$ cat src/rtl/encode_nivel_cxa.sv
// Tank-level encoder: three float switches -> 2-bit level code Nv1/Nv0.
// Each switch is synchronised (2 flops) and debounced. The level steps one
// code per clock toward the sensed target. Invalid (non-thermometer)
// combinations raise ERRO and freeze the level.
// Optional: define ERR_LATCH_EN to make ERRO sticky until RST.

// Per-sensor synchroniser + debounce filter
module encode_nivel_cxa_deb #(
    parameter int DEB_CYCLES = 16,
    parameter int DEB_W      = 5
) (
    input  logic clk,
    input  logic rst,
    input  logic din,
    output logic filt
);
    logic [1:0]       sync;
    logic [DEB_W-1:0] cnt;

    // filt only follows sync after DEB_CYCLES consecutive differing cycles
    always_ff @(posedge clk) begin
        if (rst) begin
            sync <= '0;
            cnt  <= '0;
            filt <= 1'b0;
        end else begin
            sync <= {sync[0], din};
            if (sync[1] != filt) begin
                if (cnt == DEB_W'(DEB_CYCLES - 1)) begin
                    filt <= sync[1];
                    cnt  <= '0;
                end else begin
                    cnt <= cnt + 1'b1;
                end
            end else begin
                cnt <= '0;
            end
        end
    end
endmodule

module encode_nivel_cxa #(
    parameter int DEB_CYCLES = 16,
    parameter int DEB_W      = 5
) (
    input  logic CLK,
    input  logic RST,
    input  logic S_BAIXO,
    input  logic S_MEDIO,
    input  logic S_ALTO,
    output logic Nv1,
    output logic Nv0,
    output logic CHG,
    output logic ERRO
);
    localparam int NUM_SENS = 3;

    typedef enum logic [1:0] {
        VAZIO = 2'b00,
        BAIXO = 2'b01,
        MEDIO = 2'b10,
        CHEIO = 2'b11
    } lvl_t;

    // bit 0 = low, bit 1 = mid, bit 2 = high
    logic [NUM_SENS-1:0] sens;
    logic [NUM_SENS-1:0] filt;
    lvl_t                state, state_nxt, target;
    logic                invalid;
    logic                chg_q, erro_q;

    assign sens = {S_ALTO, S_MEDIO, S_BAIXO};

    genvar g;
    generate
        for (g = 0; g < NUM_SENS; g++) begin : g_deb
            encode_nivel_cxa_deb #(
                .DEB_CYCLES(DEB_CYCLES),
                .DEB_W     (DEB_W)
            ) u_deb (
                .clk (CLK),
                .rst (RST),
                .din (sens[g]),
                .filt(filt[g])
            );
        end
    endgenerate

    // Decode the filtered thermometer code and pick the next level (one step max)
    always_comb begin
        invalid   = 1'b0;
        target    = state;
        state_nxt = state;
        case (filt)
            3'b000:  target = VAZIO;
            3'b001:  target = BAIXO;
            3'b011:  target = MEDIO;
            3'b111:  target = CHEIO;
            default: invalid = 1'b1;
        endcase
        if (!invalid) begin
            if (target > state)
                state_nxt = lvl_t'(state + 2'd1);
            else if (target < state)
                state_nxt = lvl_t'(state - 2'd1);
        end
    end

    // Level register, change pulse and error flag
    always_ff @(posedge CLK) begin
        if (RST) begin
            state  <= VAZIO;
            chg_q  <= 1'b0;
            erro_q <= 1'b0;
        end else begin
            state <= state_nxt;
            chg_q <= (state_nxt != state);
`ifdef ERR_LATCH_EN
            erro_q <= erro_q | invalid;
`else
            erro_q <= invalid;
`endif
        end
    end

    assign Nv1  = state[1];
    assign Nv0  = state[0];
    assign CHG  = chg_q;
    assign ERRO = erro_q;
endmodule

$ cat config.mk
export PLATFORM = sky130hd
export DESIGN_NAME = encode_nivel_cxa
export DESIGN_NICKNAME = d
export VERILOG_FILES = /design/src/rtl/encode_nivel_cxa.sv
export SDC_FILE = /design/constraint.sdc
export NUM_CORES = 1
export LEC_CHECK = 0
export CORE_MARGIN = 2
export CORE_UTILIZATION = 50
export CTS_CLUSTER_DIAMETER = 60
export DETAILED_ROUTE_END_ITERATION = 6
export GPL_ROUTABILITY_DRIVEN = 0
export PLACE_DENSITY_LB_ADDON = 0.08
export SYNTH_ARGS = -nofsm -noshare
export SYNTH_HDL_FRONTEND = slang
export SYNTH_SLANG_ARGS = --single-unit
$ cat constraint.sdc
create_clock -name CLK -period 2.8 [get_ports CLK]
set_clock_uncertainty 0.05 [all_clocks]
set_input_delay 0.7 -clock CLK [delete_from_list [all_inputs] [get_ports CLK]]
set_output_delay 0.7 -clock CLK [all_outputs]
set_load 0.03 [all_outputs]
# After elaboration in Yosys (flattened, before gate mapping)
# Cells that the tools add are included.
# totals
register_bits	28
inputBits	5
output_inout_bits	4
word_cells	45
# op_classes
addsub	5
magnitude_cmp	2
eq_ne	10
mux	5
n_bitwise	3
n_reduce_logical	8
# op_table
cell	n
$add A5 B1 Y5 const B	3
$eq A5 B4 Y1 const B	3
$reduce_or A3 Y1	3
$pmux W2 S4	1
$mux W2	3
$reduce_and A2 Y1	3
$reduce_or A4 Y1	1
$eq A3 B1 Y1 const B	1
$eq A3 B2 Y1 const B	1
$eq A3 B3 Y1 const B	1
$logic_not A3 Y1	1
$ne A1 B1 Y1	3
$not A1 Y1	3
$add A2 B1 Y2 const B	1
$gt A2 B2 Y1	1
$lt A2 B2 Y1	1
$ne A2 B2 Y1	1
$sub A2 B1 Y2 const B	1
$mux W1	1

# Logic depth before layout (Yosys ltp)
# depth
depth_word	7
depth_mapped	8
depth_no_buf	8

# By module
# A second synthesis with hierarchy kept.
# hier_totals
hier_cells	115
area_unflattened_um2	1133.6
# modules_own_cells
module	instances	cells_per_inst	area_per_inst_um2	seq_area_each_um2
encode_nivel_cxa_deb	3	27	286.5	160.2
encode_nivel_cxa	1	34	274.0	80.1

# Worst setup path after synthesis
# No wires, ideal clock.
# synth_path
path_kind	reg2reg
startpoint	register state[1]
endpoint	register state[1]
setup_time_ns	0.079
arrival_time_ns	1.711
t_required_ns	2.671
path_slack_ns	0.960
path_stages_with_launch	8
path_buffers	0
synth_period_minus_slack_ns	1.840
path_cell_list	dfxtp_1 a21oi_1 nor2_1 ha_1 nor2b_1 o211ai_1 or3b_1 o211ai_1
# synth_via
elab_chain_len	5
elab_cells_between_ends	8
cone_classes	add/sub: 2; order compare: 2; mux: 4
# synth_rtl
item	line	rtl
start, declared	68	lvl_t state, state_nxt, target;
start signal, assigned	116	state <= state_nxt;
$pmux W2 S4	94	case (filt)
$lt A2 B2 Y1	104	else if (target < state)
$mux W2	104	
$mux W2	102	if (target > state)
$mux W2 *	101	if (!invalid) begin
# Every way passes the cells marked *; elsewhere a longest branch is shown, timed or not.
# A chain may end at the register's enable or synchronous reset.

# Final worst setup path
# layout_path
startpoint	register state[0]
endpoint	output port Nv0
# layout_lines
item	line	rtl
end, declared	52	output logic Nv0,
# No word-level cell between the ends.

==> results <==
- The number of hold buffers added after CTS is 0.
- Dividing the final minimum period by the clock period gives 81.5%.
- Setup violations remaining at the end of the flow were counted as 0.
- The maximum number of pins on one net before global-route repair is 17.
- The most common cell in the netlist is sky130_fd_sc_hd__dfxtp_1.
- The number of cells on the worst hold path is 1.
- Leaving out filler cells and counting taps, the final layout contains 154.
- The filler cells instantiated in the layout total 210.
- The worst pin sits at a relative slew slack of 79.0%.
- For this design the ratio of total power to cell area is 605 mW/mm².
- The analysis attributes to cell leakage a power of 0.485 nW.
- The post-synthesis cell area is 0.00112 mm².
- The share of the Yosys chip area taken by registers is 49.9%.
- The worst-path cell with the longest stage delay is sky130_fd_sc_hd__clkdlybuf4s50_1.
- The finished cells cover 0.00126 mm².
- By area the synthesized netlist is led by sky130_fd_sc_hd__dfxtp_1, sky130_fd_sc_hd__ha_1, sky130_fd_sc_hd__nor2_1, sky130_fd_sc_hd__xnor2_1, sky130_fd_sc_hd__nor2b_1.
- The die span in y is 51.4 µm.
- The startpoint of the most critical setup path is state[0]$_SDFF_PP0_.
- The number of remaining DRC errors is 0.
- The data required time at the worst endpoint is 2.05 ns.
- The net count of the finished layout is 141.
- Summed over all nets, wire length on met2 after detailed routing comes to 735 µm.
- The area growth from synthesis to layout is 12.6%.
- Walking the worst path, the cells encountered are clkdlybuf4s50_1.
- Once the clock tree was built, the resizer swapped 0 gates to a different size.
- The total count of hold-check failures in the final report is 0.
- The area of the die is 0.00264 mm².
- The synthesized netlist contains 24 unique library cells.
- The via count of the first global-routing pass is 738.
- The via total after detailed routing is 757.
- By count the netlist is led by sky130_fd_sc_hd__dfxtp_1, sky130_fd_sc_hd__nor2_1, sky130_fd_sc_hd__ha_1, sky130_fd_sc_hd__nor2b_1, sky130_fd_sc_hd__inv_1.
- The family of cells with the greatest summed delay on the critical path is buffers and inverters.
- The path depth of the worst reg2reg path is 7.
- The most used flip-flop cell after synthesis is sky130_fd_sc_hd__dfxtp_1.
- For this run, the slowest stage of the critical path takes 0.72 ns.
- The startpoint type of the worst setup path is a flip-flop.
- The total CTS buffers is 3.
- The flow ran to the end, and the final reports show no timing, DRC or antenna violations.
- At the pin with the least slew margin, the transition time is 0.314 ns.
- The number of enable-type register cells in the synthesized netlist is 0.
- The floorplan die width is 51.4 µm.
- The floorplan step defined a core boundary enclosing 0.00217 mm².
- The root buffer cell is sky130_fd_sc_hd__clkbuf_4.
- In this run the critical register-to-register path is launched from g_deb[0].u_deb.filt$_SDFFE_PP0P_.
- After floorplanning, the core was divided into 17 placement rows.
- Detailed placement ended at an HPWL of 1160 µm.
- The share of synthesized registers carrying an async set or reset is 0%.
- The share of the core filled with cells in the final layout is 58.3%.
- The final total negative setup slack is 0 ns.
- The peak ir drop on the vdd network is 0.000447 V.
- The number of levels the H-tree was split into is 1.
- The first-pass iteration count of the detailed router is 4.
- The number of buffers and inverters on the critical path is 1.
- Of the post-synthesis cell area, the dominant cell type holds 49.9%.
- TritonCTS built the clock tree.
- The worst min-delay path class is reg2reg.
- The synthesized net count is 128.
- Clock-pin slew was measured on the worst setup and hold paths at 0.13 ns.
- A synthesized cell averages 9.77 µm².
- Setup repair after global routing left no endpoint under its margin.
- The routed design could run at a clock period as short as 2.28 ns.
- The hold path startpoint is g_deb[1].u_deb.sync[0]$_SDFF_PP0_.
- The via count normalized by instance count is 4.92.
- STA classifies the critical path endpoint as an output pin.
- The destination of the worst hold path is g_deb[1].u_deb.sync[1]$_SDFF_PP0_.
- The number of max-slew violations in the final report is 0.
- The worst flop-to-flop path endpoint is state[1]$_SDFF_PP0_.
- The post-CTS setup-driven buffer insertion count is 0.
- Including well taps, the total number of placed cells is 151.
- Along the worst path, the maximum fanout reaches 7.
- The number of antenna violations at the first check in global routing was 0.
- The post-placement cell area is 0.00124 mm².
- The most area-hungry cell type in the Yosys netlist is sky130_fd_sc_hd__dfxtp_1.
- The peak clock frequency supported by timing is 438 MHz.
- The latest clock arrival within the worst-skew pair is 0.31 ns.
- The uppermost layer routed is met4.
- The total detailed-routing wirelength is 1550 µm.
- The number of diodes is 0.
- Yosys printed 0 warnings.
- The first global-routing pass estimated 2970 µm of wire.
- Summed over all nets, wire length on met3 after detailed routing comes to 58 µm.
- 9 I/O pins were placed.
- After detailed routing, the average wire length per cell comes to 10.0 µm.
- The initial detailed-routing violation count is 7.
- The detail route stage leaves a number of antenna-violating nets equal to 0.
- Synthesis produced 115 cells.
- After detailed routing, the wire length on met1 is 722 µm.
- The number of buffers inserted by port buffering is 8.
- The arrival time of data at the critical path endpoint is 1.53 ns.
- The clock passes through at most 2 buffers.
- Once the floorplan was initialized, standard cells occupied 51.8% of the core.
- The path type of the worst setup path is reg2out.
- The overflow left after global routing is 0.
- The number of flip-flops and latches in the synthesized netlist is 28.
- Max-cap violations in this run came to 0.
- The number of sinks on the clock net is 28.
- The total global-route track usage is 15.3%.
- The setup slack of the most critical reg-to-reg path is 0.80 ns.
- Of the cells placed in the final design, the portion with a size suffix greater than 1 is 7.14%.
## kinds of logic (layout without fill, tap and decap cells)
group                    count (synthesis)  after routing  share of synthesized area (%)
AO/OA/AOI/OAI                            7              7                           4.12
XOR/XNOR                                10             10                           7.79
adder cells (fa/ha/maj)                  8              8                           8.91
buffers and inverters                    8             19                           2.67
flip-flops                              28             28                           49.9
multiplexers                             4              4                           3.67
AND/OR/NAND/NOR                         50             50                           22.9
## layer usage
layer | track usage, % | vias up
met5 | 0 | -
met2 | 24.8 | 14
met4 | 7.89 | 0
met1 | 18.4 | 339
li1 | - | 400
met3 | 4.39 | 4
## flip-flops by register name (all words and copies together), names as in the netlist
name and count:
g_deb.u_deb.cnt 15, g_deb.u_deb.sync 6, g_deb.u_deb.filt 3, state 2, CHG 1, ERRO 1
## worst max-delay path by stage
stage,depth (start not counted),end,slack (ns)
final,1,Nv0,0.52
after global placement,4,g_deb[1].u_deb.cnt[2]$_SDFF_PP0_,0.87
after CTS,1,Nv0,0.50
after detailed placement,7,state[1]$_SDFF_PP0_,0.81
after floorplan,7,state[1]$_SDFF_PP0_,0.96
after global routing,1,Nv0,0.46
## per-stage QoR
step | total power, mW | hold slack (ns) | setup WS, ns
after floorplan | 0.565 | 0.364 | 0.960
after global placement | 0.616 | 0.367 | 0.872
after detailed placement | 0.622 | 0.376 | 0.805
after CTS | 0.777 | 0.406 | 0.500
after global routing | 0.820 | 0.420 | 0.462
final | 0.765 | 0.397 | 0.518
## power by group
part / leakage [nW] / switching [mW] / internal (mW)
registers: 0.228 / 0.0235 / 0.421
logic: 0.243 / 0.0893 / 0.0786
clock network: 0.0138 / 0.103 / 0.0503
total: 0.485 / 0.215 / 0.549
## final cells by class
cell class / instances / area (µm²) / share of cell area, %
sequential: 28 / 561 / 44.3
multi-input combinational: 79 / 533 / 42.1
timing repair buffer: 9 / 87.6 / 6.92
tap: 28 / 35.0 / 2.77
inverter: 7 / 26.3 / 2.08
clock buffer: 3 / 22.5 / 1.78
## cell usage in the layout, fill, tap and decap left out, types with 3 or more instances in the layout
master,instances
sky130_fd_sc_hd__clkdlybuf4s50_1,8
sky130_fd_sc_hd__or3_4,3
sky130_fd_sc_hd__and3_1,3
sky130_fd_sc_hd__xnor2_1,6
sky130_fd_sc_hd__nor2_1,25
sky130_fd_sc_hd__xor2_1,4
sky130_fd_sc_hd__inv_1,7
sky130_fd_sc_hd__dfxtp_1,28
sky130_fd_sc_hd__mux2i_1,3
sky130_fd_sc_hd__nor2b_1,8
sky130_fd_sc_hd__clkbuf_4,3
sky130_fd_sc_hd__ha_1,8
sky130_fd_sc_hd__nand3_1,3
Power figures use the tool's default switching activity.
